File: src/rtl/hazard_interlock_ctrl.sv
// Scoreboard interlock beside the decode stage: issues, stalls or squashes the
// decode instruction, sequences the HALT drain and keeps hazard statistics.
module hazard_interlock_ctrl #(
   parameter int REG_WIDTH    = 5,
   parameter int REGISTER_NUM = 32,
   parameter int WB_LATENCY   = 2,
   parameter int CNT_WIDTH    = 32
) (
   input  logic                 clock,
   input  logic                 rst,
   input  logic                 id_valid,
   input  logic [REG_WIDTH-1:0] id_rs1,
   input  logic                 id_rs1_used,
   input  logic [REG_WIDTH-1:0] id_rs2,
   input  logic                 id_rs2_used,
   input  logic [REG_WIDTH-1:0] id_rd,
   input  logic                 id_reg_write,
   input  logic                 id_halt,
   input  logic                 branch_taken,
   output logic                 issue,
   output logic                 stall,
   output logic                 flush,
   output logic                 halted,
   output logic [CNT_WIDTH-1:0] stall_count,
   output logic [CNT_WIDTH-1:0] hazard_count,
   output logic [CNT_WIDTH-1:0] issued_count
);

   localparam int SB_WIDTH = $clog2(WB_LATENCY + 1);

   typedef enum logic [1:0] {RUN, DRAIN, HALTED} state_t;

   state_t                  state;
   logic [SB_WIDTH-1:0]     sb_cnt  [REGISTER_NUM];
   logic [SB_WIDTH-1:0]     sb_next [REGISTER_NUM];
   logic [REGISTER_NUM-1:0] busy;
   logic                    hz;
   logic                    hazard_stall;
   logic                    prev_hazard_stall;
   logic                    drain_done;

   // Hazard check deliberately uses the pre-update counters so rd==rs never self-stalls
   always_comb begin
      for (int r = 0; r < REGISTER_NUM; r++) begin
         busy[r] = (sb_cnt[r] != '0);
      end
      hz = id_valid & ((id_rs1_used & busy[id_rs1]) | (id_rs2_used & busy[id_rs2]));
   end

   always_comb begin
      issue = 1'b0;
      stall = 1'b0;
      flush = 1'b0;
      if (rst) begin
         issue = 1'b0;
      end else if (state != RUN) begin
         stall = 1'b1;
      end else if (branch_taken) begin
         flush = 1'b1;
      end else if (hz) begin
         stall = 1'b1;
      end else if (id_valid) begin
         issue = 1'b1;
      end
   end

   assign hazard_stall = (state == RUN) & ~branch_taken & hz & ~rst;

   // A fresh load of the destination wins over the decrement in the same cycle
   always_comb begin
      for (int r = 0; r < REGISTER_NUM; r++) begin
         sb_next[r] = (sb_cnt[r] != '0) ? sb_cnt[r] - SB_WIDTH'(1) : '0;
      end
      if (issue && id_reg_write) begin
         sb_next[id_rd] = SB_WIDTH'(WB_LATENCY);
      end
      drain_done = 1'b1;
      for (int r = 0; r < REGISTER_NUM; r++) begin
         if (sb_next[r] != '0) begin
            drain_done = 1'b0;
         end
      end
   end

   always_ff @(posedge clock) begin
      if (rst) begin
         state             <= RUN;
         halted            <= 1'b0;
         prev_hazard_stall <= 1'b0;
         stall_count       <= '0;
         hazard_count      <= '0;
         issued_count      <= '0;
         for (int r = 0; r < REGISTER_NUM; r++) begin
            sb_cnt[r] <= '0;
         end
      end else begin
         sb_cnt            <= sb_next;
         prev_hazard_stall <= hazard_stall;
         if (hazard_stall && stall_count != '1) begin
            stall_count <= stall_count + CNT_WIDTH'(1);
         end
         if (hazard_stall && !prev_hazard_stall && hazard_count != '1) begin
            hazard_count <= hazard_count + CNT_WIDTH'(1);
         end
         if (issue && issued_count != '1) begin
            issued_count <= issued_count + CNT_WIDTH'(1);
         end
         case (state)
            RUN: begin
               if (issue && id_halt) begin
                  state <= DRAIN;
               end
            end
            DRAIN: begin
               if (drain_done) begin
                  state  <= HALTED;
                  halted <= 1'b1;
               end
            end
            default: begin
               state <= HALTED;
            end
         endcase
      end
   end

endmodule

File: config.mk
export PLATFORM = sky130hd
export DESIGN_NAME = hazard_interlock_ctrl
export DESIGN_NICKNAME = d
export VERILOG_FILES = /design/src/rtl/hazard_interlock_ctrl.sv
export SDC_FILE = /design/constraint.sdc
export NUM_CORES = 1
export LEC_CHECK = 0
export BUFFER_PORTS_ARGS = -buffer_cell sky130_fd_sc_hd__buf_2
export CAP_MARGIN = 20
export CELL_PAD_IN_SITES_DETAIL_PLACEMENT = 0
export CELL_PAD_IN_SITES_GLOBAL_PLACEMENT = 1
export CORE_ASPECT_RATIO = 1.1
export CORE_MARGIN = 2
export CORE_UTILIZATION = 43
export CTS_CLUSTER_SIZE = 10
export DETAILED_ROUTE_END_ITERATION = 10
export GPL_TIMING_DRIVEN = 0
export PLACE_DENSITY_LB_ADDON = 0.25
export SLEW_MARGIN = 20
export SYNTH_ARGS = -nofsm -noshare
export SYNTH_HDL_FRONTEND = slang
export SYNTH_SLANG_ARGS = --single-unit
export TNS_END_PERCENT = 100
File: constraint.sdc
create_clock -name clock -period 3.4 [get_ports clock]
set_input_delay 0.34 -clock clock [delete_from_list [all_inputs] [get_ports clock]]
set_output_delay 0.34 -clock clock [all_outputs]
set_load 0.03 [all_outputs]
==> summary.md <==
| Metric | Value |
|---|---|
| # clock sinks | `164` |
| Outcome | `finished clean` |
| Synth warn | `0` |
| Non-Filler Instances | `1,384` |
| Worst r2r src | `sb_cnt[29]$_SDFF_PP0_` |
| Vias in the first global route | `between 7k and 8k` |
| Final design utilization | `between 50 and 60%` |
| Main synth FF type | `dfxtp_1` |
| Ys async rst share | `0%` |
| Maximum VDD drop | `between 0.0003 and 0.0004 V` |
| Main area contributors after synthesis | `dfxtp_1 (40%), a21oi_1 (5.8%), nor2_1 (3.2%)` |
| Largest stage delay, worst path | `0.45 ns` |
| Largest net degree at the start of global routing | `17` |
| Post-synthesis adder-cell area fraction | `less than 1%` |
| XOR/XNOR share of the synthesized area | `less than 1%` |
| Yosys top cell by area | `dfxtp_1` |
| Die Y | `between 100 and 150 um` |
| HP Start | `id_halt` |
| Layout cell share with drive strength beyond 1 | `between 10% and 20%` |
| Design area | `0.00982 mm^2` |
| Placer congestion estimate | `roughly 0.88` |
| Max Fclk | `around 310 MHz` |
| Post-synth top area share | `between 30% and 40%` |
| RR Endpoint | `issued_count[31]$_SDFFE_PP0P_` |
| Clk slew on worst S/H paths | `0.06 ns` |
| Final worst setup slack | `roughly 0.13 ns` |
| ANT nets after route | `0` |
| Slew headroom | `between 30% and 40%` |
| Mux cell area share after synthesis | `under 10%` |
| Number of synthesized register bits | `164` |
| Final Hold Fails | `0` |
| Simple-Gate Fraction of Synth Area | `between 30 and 40%` |
| CTS buffer count | `17` |
| Average routed wire per standard cell | `~19 um` |
| Cell Area, Placed | `around 0.009 mm^2` |
| Gr ovfl total | `0` |
| Core region area | `roughly 0.019 mm^2` |
| Synth-to-Final Area Change | `18.8%` |
| WS Path Type | `reg2out` |
| Synth Area in Compound Gates | `a little over a fifth` |
| Average size of a mapped cell | `~8.4 um^2` |
| Width of the die | `about 140 um` |
| Clk_skew | `0.00729 ns` |
| Post-synth EDFFs | `0` |
| All-layer global routing usage | `roughly a quarter` |
| Vias post-DR | `8,354` |
| Final WL | `26,000 um` |
| Starting Density | `43.6%` |
| Minimum clock period | `~3.3 ns` |
| CTS tree | `done` |
| TritonRoute pass-1 iters | `5` |
| Setup violators final | `0` |
| Commonest non-fill, non-tap cell in the layout | `dfxtp_1` |
| Final Max Slew Viols | `0` |
| Clock Path Buffers | `2` |
| Worst setup EP type | `output pin` |
| Register area share after synthesis | `just under 40%` |
| Mapped Nets | `a little over 1k` |
| Row count | `53` |
| Initial DRC Count | `508` |
| Cts hold-fix bufs | `0` |
| MaxCap Viol Count | `0` |
| Most frequent cells in the layout | `dfxtp_1 (164), buf_2 (127), a21oi_1 (96)` |
| Synth cell types | `65` |
| Crit path cell chain | `nor2_1 > a211oi_1 > a2111oi_1 > and4bb_2 > a211oi_4 > buf_4 > nand2_4 > a211oi_2 > nor2_1 > buf_2` |
| Syn Inst Count | `roughly 990` |
| IO Port Bufs | `116` |
| H-tree depth | `4` |
| Final HPWL DP | `around 19,000 um` |
| CP max FO | `10` |
| Ant diodes | `0` |
| Pre-CTS setup slack | `-0.371 ns` |
| Worst Tran Pin Value | `1.05 ns` |
| Req. time, crit path | `3.06 ns` |
| Leakage | `0.00355 uW` |
| Reg2Reg Setup Slack | `~0.24 ns` |
| Worst hold path depth | `3` |
| Crit share post-route | `96.2%` |
| Hold Crit Class | `in2reg` |
| Total power per unit cell area | `between 400 and 500 mW/mm^2` |
| First-pass GRT wire length | `between 40,000 and 50,000 um` |
| Layout Nets | `1,150` |
| Largest family of logic cells by synthesized area | `simple AND/OR/NAND/NOR gates` |
| # DRC | `0` |
| Placed Cells | `roughly 1.4k` |
| CP max-delay cell | `a2111oi_1` |
| Die area | `between 0.02 and 0.025 mm^2` |
| Crit start category | `flip-flop` |
| Hold Path Sink | `state[0]$_SDFFE_PP0P_` |
| Clock latency on the worst-skew pair | `~0.43 ns` |
| R2R cell count | `11` |
| Root Driver | `clkbuf_16` |
| I/O Pins | `roughly 120` |
| Worst path arrival time | `about 2.9 ns` |
| Initial antenna violation count | `0` |
| Via/cell ratio | `~6` |
| Synthesized area | `0.00827 mm^2` |
| Most frequent CP cell | `nor2_1` |
-- worst max-delay path by stage --
stage | from | end | slack [ns] | depth (start not counted)
after floorplan | stall_count[0]$_SDFFE_PP0P_ | stall_count[0]$_SDFFE_PP0P_ | 0.62 | 10
after global placement | id_rs1[0] | sb_cnt[24]$_SDFF_PP0_ | -0.39 | 10
after detailed placement | id_rs1[0] | sb_cnt[24]$_SDFF_PP0_ | -0.37 | 10
after CTS | sb_cnt[59]$_SDFF_PP0_ | issue | -0.03 | 8
after global routing | sb_cnt[45]$_SDFF_PP0_ | stall | -0.03 | 10
final | sb_cnt[29]$_SDFF_PP0_ | stall | 0.13 | 10
-- Yosys cell counts, types with 26 or more instances --
cell and number:
nor4_1 32, nor2_1 70, a21oi_1 96, nand3_1 48, nor3_1 33, clkbuf_1 49, o31ai_1 26, or3_1 37
nand4_1 34, dfxtp_1 164, o21ai_0 41, nand2_1 59
-- power breakdown --
| group | switching [uW] | internal (uW) |
|---|---|---|
| Sequential | 4.03 | 1920 |
| Clock | 846 | 1160 |
| Combinational | 180 | 70.3 |
| Total | 1030 | 3160 |
-- metal layers --
layer | track usage, % | vias up | wire length [um] | share of wire [%]
met3 | 4.81 | 27 | 1270 | 4.9
met5 | 0 | - | 0 | 0
met4 | 7.14 | 0 | 399 | 1.5
met1 | 33.9 | 4033 | 11700 | 45
li1 | - | 4065 | - | -
met2 | 44.1 | 229 | 12700 | 49
-- cell families (layout without fill, tap and decap cells) --
logic type,Yosys count,count (layout)
DFF,164,164
AOI/OAI and AO/OA,260,260
xor gates and xnor gates,1,1
and+or+nand+nor,453,453
buffers and inverters,87,235
adders and majority gates,3,3
muxes,21,21
-- through the flow --
stage	total power (uW)	TNS, ns	hold slack, ns
floorplan	2120	0	0.423
global placement	2210	-2.93	0.436
detailed placement	2210	-2.87	0.441
CTS	4200	-0.0582	0.152
global route	4320	-0.0271	0.158
finish	4190	0	0.155
-- flip-flops by register name, summed over array words and instances, names as in the netlist --
name	flops
prev_hazard_stall	1
state	2
sb_cnt	64
hazard_count	32
issued_count	32
halted	1
stall_count	32
-- final cells by class --
type / count / area [um^2]
fill: 1929 / 9150
multi-input combinational: 738 / 4680
sequential: 164 / 3280
timing repair buffer: 117 / 588
clock buffer: 17 / 425
tap: 247 / 309
buffer: 65 / 279
clock inverter: 15 / 181
inverter: 21 / 78.8
-- worst max-delay path: cells and delay by family, from the launching register on --
family                 cells  cell delay (ns)
buffers and inverters      2             0.39
AND/OR/NAND/NOR            4             0.72
flip-flops                 1             0.36
AO/OA/AOI/OAI              4             1.03
-- timing repair --
action                                  in CTS  in global routing
setup buffers                                0                  1
resized for setup                            3                 11
endpoints found under the setup margin       4                 34
pin swaps                                    0                  1
(Power assumes the default switching activity.)
